**src/rtl/dlx_mem_access_unit_pkg.sv**
```systemverilog
// Shared types for the DLX MEM-stage load/store engine:
// access-size codes and the controller state encoding.
package dlx_mem_pkg;

    localparam logic [1:0] SIZE_BYTE = 2'b00;
    localparam logic [1:0] SIZE_HALF = 2'b01;
    localparam logic [1:0] SIZE_WORD = 2'b10;

    localparam int MEM_WORDS_DEF = 64;

    typedef enum logic [2:0] {
        S_IDLE,
        S_RD,
        S_RDW,
        S_WR,
        S_RSP
    } state_e;

endpackage

```
**src/rtl/dlx_mem_access_unit_if.sv**
```systemverilog
// Request/response handshake plus the word-wide RAM port.
// slave = the access unit, master = pipeline and RAM side.
interface dlx_mem_access_unit_if;

    logic        req_valid_i;
    logic        req_ready_o;
    logic        req_we_i;
    logic [1:0]  req_size_i;
    logic        req_signed_i;
    logic [31:0] req_addr_i;
    logic [31:0] req_wdata_i;
    logic        rsp_valid_o;
    logic [31:0] rsp_rdata_o;
    logic        rsp_err_o;
    logic [31:0] mem_adr_o;
    logic        mem_we_o;
    logic [31:0] mem_data_o;
    logic [31:0] mem_data_i;

    modport slave (
        input  req_valid_i, req_we_i, req_size_i,
        input  req_signed_i, req_addr_i, req_wdata_i,
        input  mem_data_i,
        output req_ready_o, rsp_valid_o, rsp_rdata_o,
        output rsp_err_o, mem_adr_o, mem_we_o, mem_data_o
    );

    modport master (
        output req_valid_i, req_we_i, req_size_i,
        output req_signed_i, req_addr_i, req_wdata_i,
        output mem_data_i,
        input  req_ready_o, rsp_valid_o, rsp_rdata_o,
        input  rsp_err_o, mem_adr_o, mem_we_o, mem_data_o
    );

endinterface

```
**src/rtl/dlx_mem_access_unit_lane.sv**
```systemverilog
// Big-endian byte-lane logic: extract/extend load data and
// merge sub-word store data into the word read from RAM.
module dlx_lane_merge
    import dlx_mem_pkg::*;
(
    input  logic [1:0]  off_i,
    input  logic [1:0]  size_i,
    input  logic        sgn_i,
    input  logic [31:0] word_i,
    input  logic [31:0] wdata_i,
    output logic [31:0] ld_o,
    output logic [31:0] st_o
);

    logic [4:0]  sh_b;
    logic [4:0]  sh_h;
    logic [7:0]  b;
    logic [15:0] h;
    logic [31:0] mask;

    always_comb begin
        // offset 0 is the most significant lane
        sh_b = {~off_i, 3'b000};
        sh_h = {~off_i[1], 4'b0000};
        b    = 8'(word_i >> sh_b);
        h    = 16'(word_i >> sh_h);
        mask = '0;
        ld_o = word_i;
        st_o = wdata_i;
        unique case (size_i)
            SIZE_BYTE: begin
                ld_o = {{24{sgn_i & b[7]}}, b};
                mask = 32'h0000_00ff << sh_b;
                st_o = (word_i & ~mask)
                     | ({24'd0, wdata_i[7:0]} << sh_b);
            end
            SIZE_HALF: begin
                ld_o = {{16{sgn_i & h[15]}}, h};
                mask = 32'h0000_ffff << sh_h;
                st_o = (word_i & ~mask)
                     | ({16'd0, wdata_i[15:0]} << sh_h);
            end
            default: ;
        endcase
    end

endmodule

```
**src/rtl/dlx_mem_access_unit.sv**
```systemverilog
// MEM-stage load/store engine driving a word-wide synchronous
// RAM; sub-word stores are done as read-modify-write.
module dlx_mem_access_unit
    import dlx_mem_pkg::*;
#(
    parameter int MEM_WORDS = MEM_WORDS_DEF,
    parameter int IDX_W     = $clog2(MEM_WORDS)
) (
    input logic clk_i,
    input logic reset,
    dlx_mem_access_unit_if.slave bus
);

    state_e      state_q, state_d;
    logic [1:0]  off_q, off_d;
    logic [1:0]  size_q, size_d;
    logic        sgn_q, sgn_d;
    logic        we_q, we_d;
    logic [31:0] wdata_q, wdata_d;
    logic [31:0] rdata_q, rdata_d;
    logic        err_q, err_d;
    logic [31:0] adr_q, adr_d;
    logic [31:0] mdat_q, mdat_d;

    logic [29:0] widx;
    logic        oor;
    logic        bad;
    logic [31:0] ld_data;
    logic [31:0] st_word;

    dlx_lane_merge u_lane (
        .off_i   (off_q),
        .size_i  (size_q),
        .sgn_i   (sgn_q),
        .word_i  (bus.mem_data_i),
        .wdata_i (wdata_q),
        .ld_o    (ld_data),
        .st_o    (st_word)
    );

    always_comb begin
        widx = bus.req_addr_i[31:2];
        oor  = (|widx[29:IDX_W])
             | ({1'b0, widx[IDX_W-1:0]}
                >= (IDX_W+1)'(MEM_WORDS));
        bad  = oor
             | (bus.req_size_i == 2'b11)
             | ((bus.req_size_i == SIZE_HALF)
                & bus.req_addr_i[0])
             | ((bus.req_size_i == SIZE_WORD)
                & (|bus.req_addr_i[1:0]));
    end

    always_comb begin
        state_d = state_q;
        off_d   = off_q;
        size_d  = size_q;
        sgn_d   = sgn_q;
        we_d    = we_q;
        wdata_d = wdata_q;
        rdata_d = rdata_q;
        err_d   = err_q;
        adr_d   = adr_q;
        mdat_d  = mdat_q;
        unique case (state_q)
            S_IDLE: begin
                rdata_d = '0;
                err_d   = 1'b0;
                if (bus.req_valid_i) begin
                    off_d   = bus.req_addr_i[1:0];
                    size_d  = bus.req_size_i;
                    sgn_d   = bus.req_signed_i;
                    we_d    = bus.req_we_i;
                    wdata_d = bus.req_wdata_i;
                    if (bad) begin
                        err_d   = 1'b1;
                        state_d = S_RSP;
                    end else begin
                        adr_d = {2'b00, widx};
                        if (bus.req_we_i
                            && bus.req_size_i == SIZE_WORD) begin
                            mdat_d  = bus.req_wdata_i;
                            state_d = S_WR;
                        end else begin
                            state_d = S_RD;
                        end
                    end
                end
            end
            S_RD:  state_d = S_RDW;
            S_RDW: begin
                if (we_q) begin
                    mdat_d  = st_word;
                    state_d = S_WR;
                end else begin
                    rdata_d = ld_data;
                    state_d = S_RSP;
                end
            end
            S_WR:  state_d = S_RSP;
            S_RSP: state_d = S_IDLE;
            default: state_d = S_IDLE;
        endcase
    end

    always_ff @(posedge clk_i) begin
        if (reset) begin
            state_q <= S_IDLE;
            off_q   <= '0;
            size_q  <= '0;
            sgn_q   <= 1'b0;
            we_q    <= 1'b0;
            wdata_q <= '0;
            rdata_q <= '0;
            err_q   <= 1'b0;
            adr_q   <= '0;
            mdat_q  <= '0;
        end else begin
            state_q <= state_d;
            off_q   <= off_d;
            size_q  <= size_d;
            sgn_q   <= sgn_d;
            we_q    <= we_d;
            wdata_q <= wdata_d;
            rdata_q <= rdata_d;
            err_q   <= err_d;
            adr_q   <= adr_d;
            mdat_q  <= mdat_d;
        end
    end

    // reset gates the write strobe so an interrupted WR never lands
    assign bus.mem_we_o    = (state_q == S_WR) & ~reset;
    assign bus.mem_adr_o   = adr_q;
    assign bus.mem_data_o  = mdat_q;
    assign bus.req_ready_o = (state_q == S_IDLE);
    assign bus.rsp_valid_o = (state_q == S_RSP);
    assign bus.rsp_rdata_o = bus.rsp_valid_o ? rdata_q : '0;
    assign bus.rsp_err_o   = bus.rsp_valid_o & err_q;

endmodule

```
**src/flat_wrapper.sv**
```systemverilog
// flat-port wrapper written by rule: the top's interface ports become plain ports
module dlx_mem_access_unit_flat import dlx_mem_pkg::*;
#(
    parameter int MEM_WORDS = MEM_WORDS_DEF,
    parameter int IDX_W     = $clog2(MEM_WORDS)
)
  (clk_i, reset, bus_req_valid_i, bus_req_we_i, bus_req_size_i, bus_req_signed_i, bus_req_addr_i, bus_req_wdata_i, bus_mem_data_i, bus_req_ready_o, bus_rsp_valid_o, bus_rsp_rdata_o, bus_rsp_err_o, bus_mem_adr_o, bus_mem_we_o, bus_mem_data_o);
  dlx_mem_access_unit_if bus_i ();
  input logic clk_i;
  input logic reset;
  input wire logic [$bits(bus_i.req_valid_i)-1:0] bus_req_valid_i;
  input wire logic [$bits(bus_i.req_we_i)-1:0] bus_req_we_i;
  input wire logic [$bits(bus_i.req_size_i)-1:0] bus_req_size_i;
  input wire logic [$bits(bus_i.req_signed_i)-1:0] bus_req_signed_i;
  input wire logic [$bits(bus_i.req_addr_i)-1:0] bus_req_addr_i;
  input wire logic [$bits(bus_i.req_wdata_i)-1:0] bus_req_wdata_i;
  input wire logic [$bits(bus_i.mem_data_i)-1:0] bus_mem_data_i;
  output wire logic [$bits(bus_i.req_ready_o)-1:0] bus_req_ready_o;
  output wire logic [$bits(bus_i.rsp_valid_o)-1:0] bus_rsp_valid_o;
  output wire logic [$bits(bus_i.rsp_rdata_o)-1:0] bus_rsp_rdata_o;
  output wire logic [$bits(bus_i.rsp_err_o)-1:0] bus_rsp_err_o;
  output wire logic [$bits(bus_i.mem_adr_o)-1:0] bus_mem_adr_o;
  output wire logic [$bits(bus_i.mem_we_o)-1:0] bus_mem_we_o;
  output wire logic [$bits(bus_i.mem_data_o)-1:0] bus_mem_data_o;
  assign bus_i.req_valid_i = bus_req_valid_i;
  assign bus_i.req_we_i = bus_req_we_i;
  assign bus_i.req_size_i = bus_req_size_i;
  assign bus_i.req_signed_i = bus_req_signed_i;
  assign bus_i.req_addr_i = bus_req_addr_i;
  assign bus_i.req_wdata_i = bus_req_wdata_i;
  assign bus_i.mem_data_i = bus_mem_data_i;
  assign bus_req_ready_o = bus_i.req_ready_o;
  assign bus_rsp_valid_o = bus_i.rsp_valid_o;
  assign bus_rsp_rdata_o = bus_i.rsp_rdata_o;
  assign bus_rsp_err_o = bus_i.rsp_err_o;
  assign bus_mem_adr_o = bus_i.mem_adr_o;
  assign bus_mem_we_o = bus_i.mem_we_o;
  assign bus_mem_data_o = bus_i.mem_data_o;
  dlx_mem_access_unit #(.MEM_WORDS(MEM_WORDS), .IDX_W(IDX_W)) u_core (.clk_i(clk_i), .reset(reset), .bus(bus_i));
endmodule
```
**config.mk**
```make
export PLATFORM = sky130hd
export DESIGN_NAME = dlx_mem_access_unit_flat
export DESIGN_NICKNAME = d
export VERILOG_FILES = /design/src/rtl/dlx_mem_access_unit_pkg.sv /design/src/rtl/dlx_mem_access_unit_if.sv /design/src/rtl/dlx_mem_access_unit_lane.sv /design/src/rtl/dlx_mem_access_unit.sv /design/src/flat_wrapper.sv
export SDC_FILE = /design/constraint.sdc
export NUM_CORES = 1
export LEC_CHECK = 0
export CAP_MARGIN = 20
export CORE_MARGIN = 2
export CORE_UTILIZATION = 24
export DETAILED_ROUTE_END_ITERATION = 10
export GPL_ROUTABILITY_DRIVEN = 1
export SYNTH_ARGS = -nofsm -noshare
export SYNTH_HDL_FRONTEND = slang
export SYNTH_HIERARCHICAL = 1
export SYNTH_SLANG_ARGS = --single-unit
```
**constraint.sdc**
```tcl
create_clock -name clk_i -period 2.1 [get_ports clk_i]
set_input_delay 0.21 -clock clk_i [delete_from_list [all_inputs] [get_ports clk_i]]
set_output_delay 0.21 -clock clk_i [all_outputs]
set_load 0.005 [all_outputs]
```
==> results_dict.tcl, run 1 <==
set metrics [dict create \
    outcome "completed" \
    cts_made_buffers 17 \
    overflow 0 \
    worstSetupEndpointType "register" \
    pre_cts_ws_ps -73.6 \
    crit_fanout 17 \
    drtIter0Drc 500 \
    p_int_w 0.00525 \
    fmax_mhz 492 \
    critPathKind "reg -> reg" \
    ys_ff_latch 136 \
    netlist_area_um2 6750 \
    leakage_nw 3.66 \
    slew_headroom 0.534 \
    clk_pin_slew_ps 60 \
    synth_cell_type_count 48 \
    fp.dieH_um 172 \
    dp_hpwl_um 18000 \
    total_power_w 0.00705 \
    die_area_um2 29500 \
    hold_buffers 0 \
    wl_per_cell_um 17.1 \
    period_needed_ps 2030 \
    max-clock-path-buffers 2 \
    synth-async-reset-ratio 0 \
    yosysSeqAreaShare 0.404 \
    p_sw_w 0.00180 \
    ctsHtreeMaxLevel 4 \
    row_count 61 \
    peakVddDrop_mv 0.405 \
    worst_slew_pin_slew_ps 698 \
    yosysTopAreaCell "dfxtp_1" \
    hold_class "in -> reg" \
    grt_pass1_wl_um 36900 \
    start_kind "register" \
    power_frac_comb 0.140 \
    rsz0062_at_grt "false" \
    worstPathArrival_ps 2320 \
    p_clk_frac 0.478 \
    setup_ws_ps 66.6 \
    nets 1134 \
    via_per_inst 4.63 \
    synth-edff-count 0 \
    antenna_found_initial 4 \
    slew_viol_final 0 \
    io_buffers 200 \
    setup_viol 0 \
    ioPinCount 203 \
    initial_core_util 0.244 \
    worstPathRequired_ps 2390 \
    routabilityCongestion 0.887 \
    post_dp_cell_area_um2 9250 \
    die-width_um 172 \
    grt_pass1_vias 6331 \
    n_fill_cell 2922 \
    synthTopCellsByArea "dfxtp_1 40%, nand2_1 10%, a21oi_1 8.5%" \
    remaining_drc_errors 0 \
    final_area_um2 9920 \
    firstDrtPassIters 5 \
    core_um2 27700 \
    regToRegSetupSlack_ps 70 \
    worst_skew_pair.late_latency_ps 430 \
    drive_gt1_frac 0.121 \
    report.final.hold_viol_count 0 \
    postRouteAntennaNets 0 \
    ys_warn_count 6 \
    avgSynthCellArea_um2 8.06 \
    final.setup.tns_ps 0 \
    drt-total-wl_um 24400 \
    p_sw_frac 0.255 \
    finClkSkew_ps 9.91 \
    grt_util_all_layers 0.165 \
    drv_cap 0 \
    syn2layout_area_growth_pct 47.1 \
    cts_sinks 136 \
    vias 6589 \
    yosysTopAreaCellShare 0.404 \
    grt_max_degree 104 \
    cts_tree "built" \
    powerDensity_nw_per_um2 710 \
    root_buffer "clkbuf_16" \
    timing.final.crit_share 0.968 \
    ys.flop_type "dfxtp_1" \
    seqPwrFrac 0.382 \
    syn_inst 837 \
    fin_util 0.358 \
]
[flip-flops by register name, indices dropped and copies added, names as in the netlist]
register	cells
u_core/rdata_q	32
u_core/bus.mem_adr_o	30
u_core/wdata_q	32
u_core/err_q	1
u_core/sgn_q	1
u_core/we_q	1
u_core/bus.mem_data_o	32
u_core/size_q	2
u_core/state_q	3
u_core/off_q	2
[critical path, cell delays in order, from the launching register on]
cell and delay (ps):
dfxtp_1 650, buf_4 340, nor2_1 210, a22o_1 230
a221o_1 300, nand2_1 90, a21oi_1 70
[cells in the final DEF, fill, tap and decap left out, types with 3 or more instances in the layout]
cell             count
dfxtp_1            134
a22oi_1             25
a221o_1              8
clkbuf_2             9
a21oi_1            114
dlygate4sd2_1       24
a22o_1               8
inv_6                4
mux2i_1             54
o21ai_1             17
o21ai_0             17
buf_4               38
buf_12               7
nand2_1            182
clkbuf_16           17
bufinv_16            5
nand2_2             10
nor2_1              20
clkdlybuf4s50_1    165
mux2_2               8
nand3_1             33
clkinv_4             3
and2_1              59
a211oi_1            32
nor4_1               6
[path summary, 6_finish.rpt]
check,depth (start not counted),end,start
min reg2reg,2,u_core/wdata_q[27]$_SDFFE_PP0P_,u_core/wdata_q[27]$_SDFFE_PP0P_
max reg2reg,6,u_core/rdata_q[14]$_SDFFE_PP0P_,u_core/off_q[1]$_SDFFE_PP0P_
min,2,u_core/bus.mem_adr_o[0]$_SDFFE_PP0P_,reset
max,6,u_core/rdata_q[14]$_SDFFE_PP0P_,u_core/off_q[1]$_SDFFE_PP0P_
[repair_timing]
action / 4_1_cts / 5_1_grt
buffers inserted: 3 / 0
cloned: 1 / 0
gates resized for setup: 36 / 25
pin swaps: 1 / 0
endpoints found under the setup margin: 33 / 34
endpoints found under the hold margin: 0 / 0
[cell usage after synthesis (2+ instances only)]
library cell    n
buf_6          10
buf_2          15
dfxtp_1       136
a22oi_1        25
nand2b_1        2
nand2_1       182
buf_1           3
nor4_1          6
buf_4           6
a21oi_1       114
nand2_2        10
and2_1         59
nor3b_1         2
o21ai_1        18
nor2_1         21
o21ai_0        17
clkbuf_1       38
nand3_1        33
mux2i_1        54
a211oi_1       32
or3_1           2
a221o_1         8
nor2b_1         2
nor3_1          2
a22o_1          8
a21o_1          2
inv_1           2
mux2_2          8
[power groups by stage]
stage | Sequential [W] | Clock [W] | Combinational (W)
final | 0.00269 | 0.00337 | 0.000984
after CTS | 0.00269 | 0.00344 | 0.000977
after global placement | 0.00275 | 0 | 0.000943
after floorplan | 0.00272 | 0 | 0.000511
after detailed placement | 0.00275 | 0 | 0.000952
after global routing | 0.00270 | 0.00356 | 0.00107
[metrics by stage]
step           hold slack, ps  instances
2_1_floorplan             346        838
3_3_place_gp              439       1386
3_5_place_dp              445       1386
4_1_cts                  29.9       1421
5_1_grt                  37.2       1422
6_report                 41.5       1422
[routing by layer]
layer | vias up | track usage | part of all wire
met5 | - | 0 | 0.0014
met4 | 6 | 0.0520 | 0.015
met3 | 34 | 0.0423 | 0.060
met2 | 234 | 0.266 | 0.48
met1 | 3022 | 0.215 | 0.44
li1 | 3293 | - | -
[logic make-up after synthesis]
logic type / Yosys count / share of synthesized area
AND/OR/NAND/NOR: 331 / 0.231
AO/OA/AOI/OAI: 231 / 0.210
flip-flops: 136 / 0.404
buffers and inverters: 75 / 0.0597
multiplexers: 63 / 0.0955
other: 1 / 0.000556
[area by class of cell]
class,count,area [µm²],area share
Timing Repair Buffer,246,2380,0.240
Clock buffer,18,439,0.0443
Sequential cell,136,2730,0.275
Clock inverter,13,218,0.0219
Multi-Input combinational cell,627,3660,0.369
Inverter,3,16.3,0.00164
Antenna cell,1,2.50,0.000252
Tap cell,378,473,0.0477
(Power assumes the default switching activity.)
==> run 2: changes to the inputs <==
CORE_MARGIN = 1   (was 2)
PLACE_DENSITY = 0.53   (was not set)
RECOVER_POWER = 50   (was not set)
==> results_dict.tcl, run 2 (synthesized netlist as in run 1, its figures left out) <==
set metrics [dict create \
    start_kind "register" \
    firstDrtPassIters 7 \
    postRouteAntennaNets 0 \
    cts_sinks 136 \
    root_buffer "clkbuf_16" \
    worstPathArrival_ps 1830 \
    wl_per_cell_um 16.9 \
    max-clock-path-buffers 2 \
    hold_buffers 0 \
    crit_fanout 6 \
    io_buffers 200 \
    nets 1130 \
    worst_slew_pin_slew_ps 823 \
    critPathKind "reg -> out" \
    period_needed_ps 2040 \
    worst_skew_pair.late_latency_ps 420 \
    path_buf_inv 2 \
    ioPinCount 203 \
    grt_max_degree 104 \
    placedCellCount 1379 \
    cp_top_family "buffers and inverters" \
    post_dp_cell_area_um2 9210 \
    timing.final.crit_share 0.974 \
    outcome "completed" \
    fin_util 0.357 \
    antenna_cells 0 \
    via_per_inst 4.61 \
    vias 6534 \
    grt_pass1_vias 6199 \
    drtIter0Drc 425 \
    dp_hpwl_um 17600 \
    slew_headroom 0.451 \
    drv_cap 0 \
    final_area_um2 9900 \
    syn2layout_area_growth_pct 46.8 \
    row_count 61 \
    ctsHtreeMaxLevel 4 \
    grt_util_all_layers 0.166 \
    leakage_nw 3.88 \
    setup_viol 0 \
    worstSetupEndpointType "primary output" \
    total_power_w 0.00676 \
    peakVddDrop_mv 0.430 \
    report.final.hold_viol_count 0 \
    overflow 0 \
    mostFrequentLayoutCell "nand2_1" \
    drt-total-wl_um 24000 \
    powerDensity_nw_per_um2 683 \
    antenna_found_initial 0 \
    clk_pin_slew_ps 60 \
    die-width_um 170 \
    fp.dieH_um 170 \
    rsz0062_at_grt "true" \
    grt_pass1_wl_um 36600 \
    hold_class "in -> reg" \
    finClkSkew_ps 8.87 \
    cpMaxStageDelayCell "clkdlybuf4s50_1" \
    remaining_drc_errors 0 \
    drive_gt1_frac 0.106 \
    core_um2 27700 \
    die_area_um2 28800 \
    slew_viol_final 0 \
    fmax_mhz 489 \
    final_cell_mix "182 x nand2_1, 135 x dfxtp_1, 114 x a21oi_1, 103 x clkdlybuf4s50_1, 62 x dlygate4sd3_1" \
    path_cells "or3_1 -> clkinv_4 -> clkdlybuf4s50_1" \
    max_stage_delay_ps 530 \
    worstPathRequired_ps 1890 \
    layout.cells.non_filler 1418 \
    initial_core_util 0.244 \
    routabilityCongestion 0.870 \
    cts_tree "built" \
    cts_made_buffers 17 \
]
-- run 2: cell count changes in the layout (fill, tap and decap cells not counted), sizes merged --
cell           change
buf                -9
bufinv             -2
clkbuf             +1
clkdlybuf4s15     +21
clkdlybuf4s50     -62
clkinv             +5
clkinvlp           -1
diode              -1
dlygate4sd2       -23
dlygate4sd3       +62
dlymetal6s2s       +7
inv                -2
-- run 2: per-layer routing --
metal,up-vias,GRT usage,share of wire
li1,3291,-,-
met5,-,0,0
met3,19,0.0350,0.051
met1,3018,0.226,0.46
met4,0,0.0478,0.012
met2,206,0.262,0.47
-- run 2: worst register-to-register path, delay by kind of cell (launching register included) --
family        cells  cell delay [ps]
buf+inv           2              380
flops             1              340
mux               1              210
simple gates      4              900
-- run 2: metrics by stage --
stage	setup slack, ps	setup TNS [ps]	hold WS [ps]
final	55.1	0	44.1
after global routing	-14.8	-16.2	42.9
after CTS	-95.9	-604	30.8
after detailed placement	-83.2	-2120	444
after global placement	-57.6	-1700	438
after floorplan	240	0	346
-- run 2: final timing paths --
check	startpoint	endpoint	slack (ps)	depth (start not counted)
worst min-delay path	reset	u_core/bus.mem_adr_o[0]$_SDFFE_PP0P_	40	2
worst max register to register	u_core/state_q[2]$_SDFFE_PP0P_	u_core/bus.mem_adr_o[5]$_SDFFE_PP0P_	150	7
worst min register to register	u_core/bus.mem_adr_o[6]$_SDFFE_PP0P_	u_core/bus.mem_adr_o[6]$_SDFFE_PP0P_	450	1
worst max-delay path	u_core/state_q[2]$_SDFFE_PP0P_	bus_req_ready_o	60	3
-- run 2: cell type report --
class	count	area (µm²)
Tap cell	378	473
Sequential cell	136	2720
Multi-Input combinational cell	627	3640
Inverter	3	16.3
Clock inverter	13	173
Clock buffer	19	433
Timing Repair Buffer	242	2450
Fill cell	2894	17800
-- run 2: where the power goes --
part / internal, W / switching [W] / leakage (nW)
combinational: 0.000459 / 0.000516 / 2.48
clock: 0.00188 / 0.00121 / 0.292
sequential: 0.00264 / 0.0000551 / 1.10
total: 0.00498 / 0.00178 / 3.88
-- run 2: what timing repair did --
| action | 4_1_cts | 5_1_grt |
|---|---|---|
| pin swaps | 0 | 1 |
| gates cloned | 0 | 2 |
| setup endpoints to repair | 33 | 12 |
| resized for setup | 27 | 40 |
| buffers inserted | 0 | 5 |
==> run 3: changes to the inputs <==
CTS_CLUSTER_DIAMETER = 80   (was not set)
==> results of run 3 <==
Same layout as run 2: the final DEF is identical, and so are final timing and power.
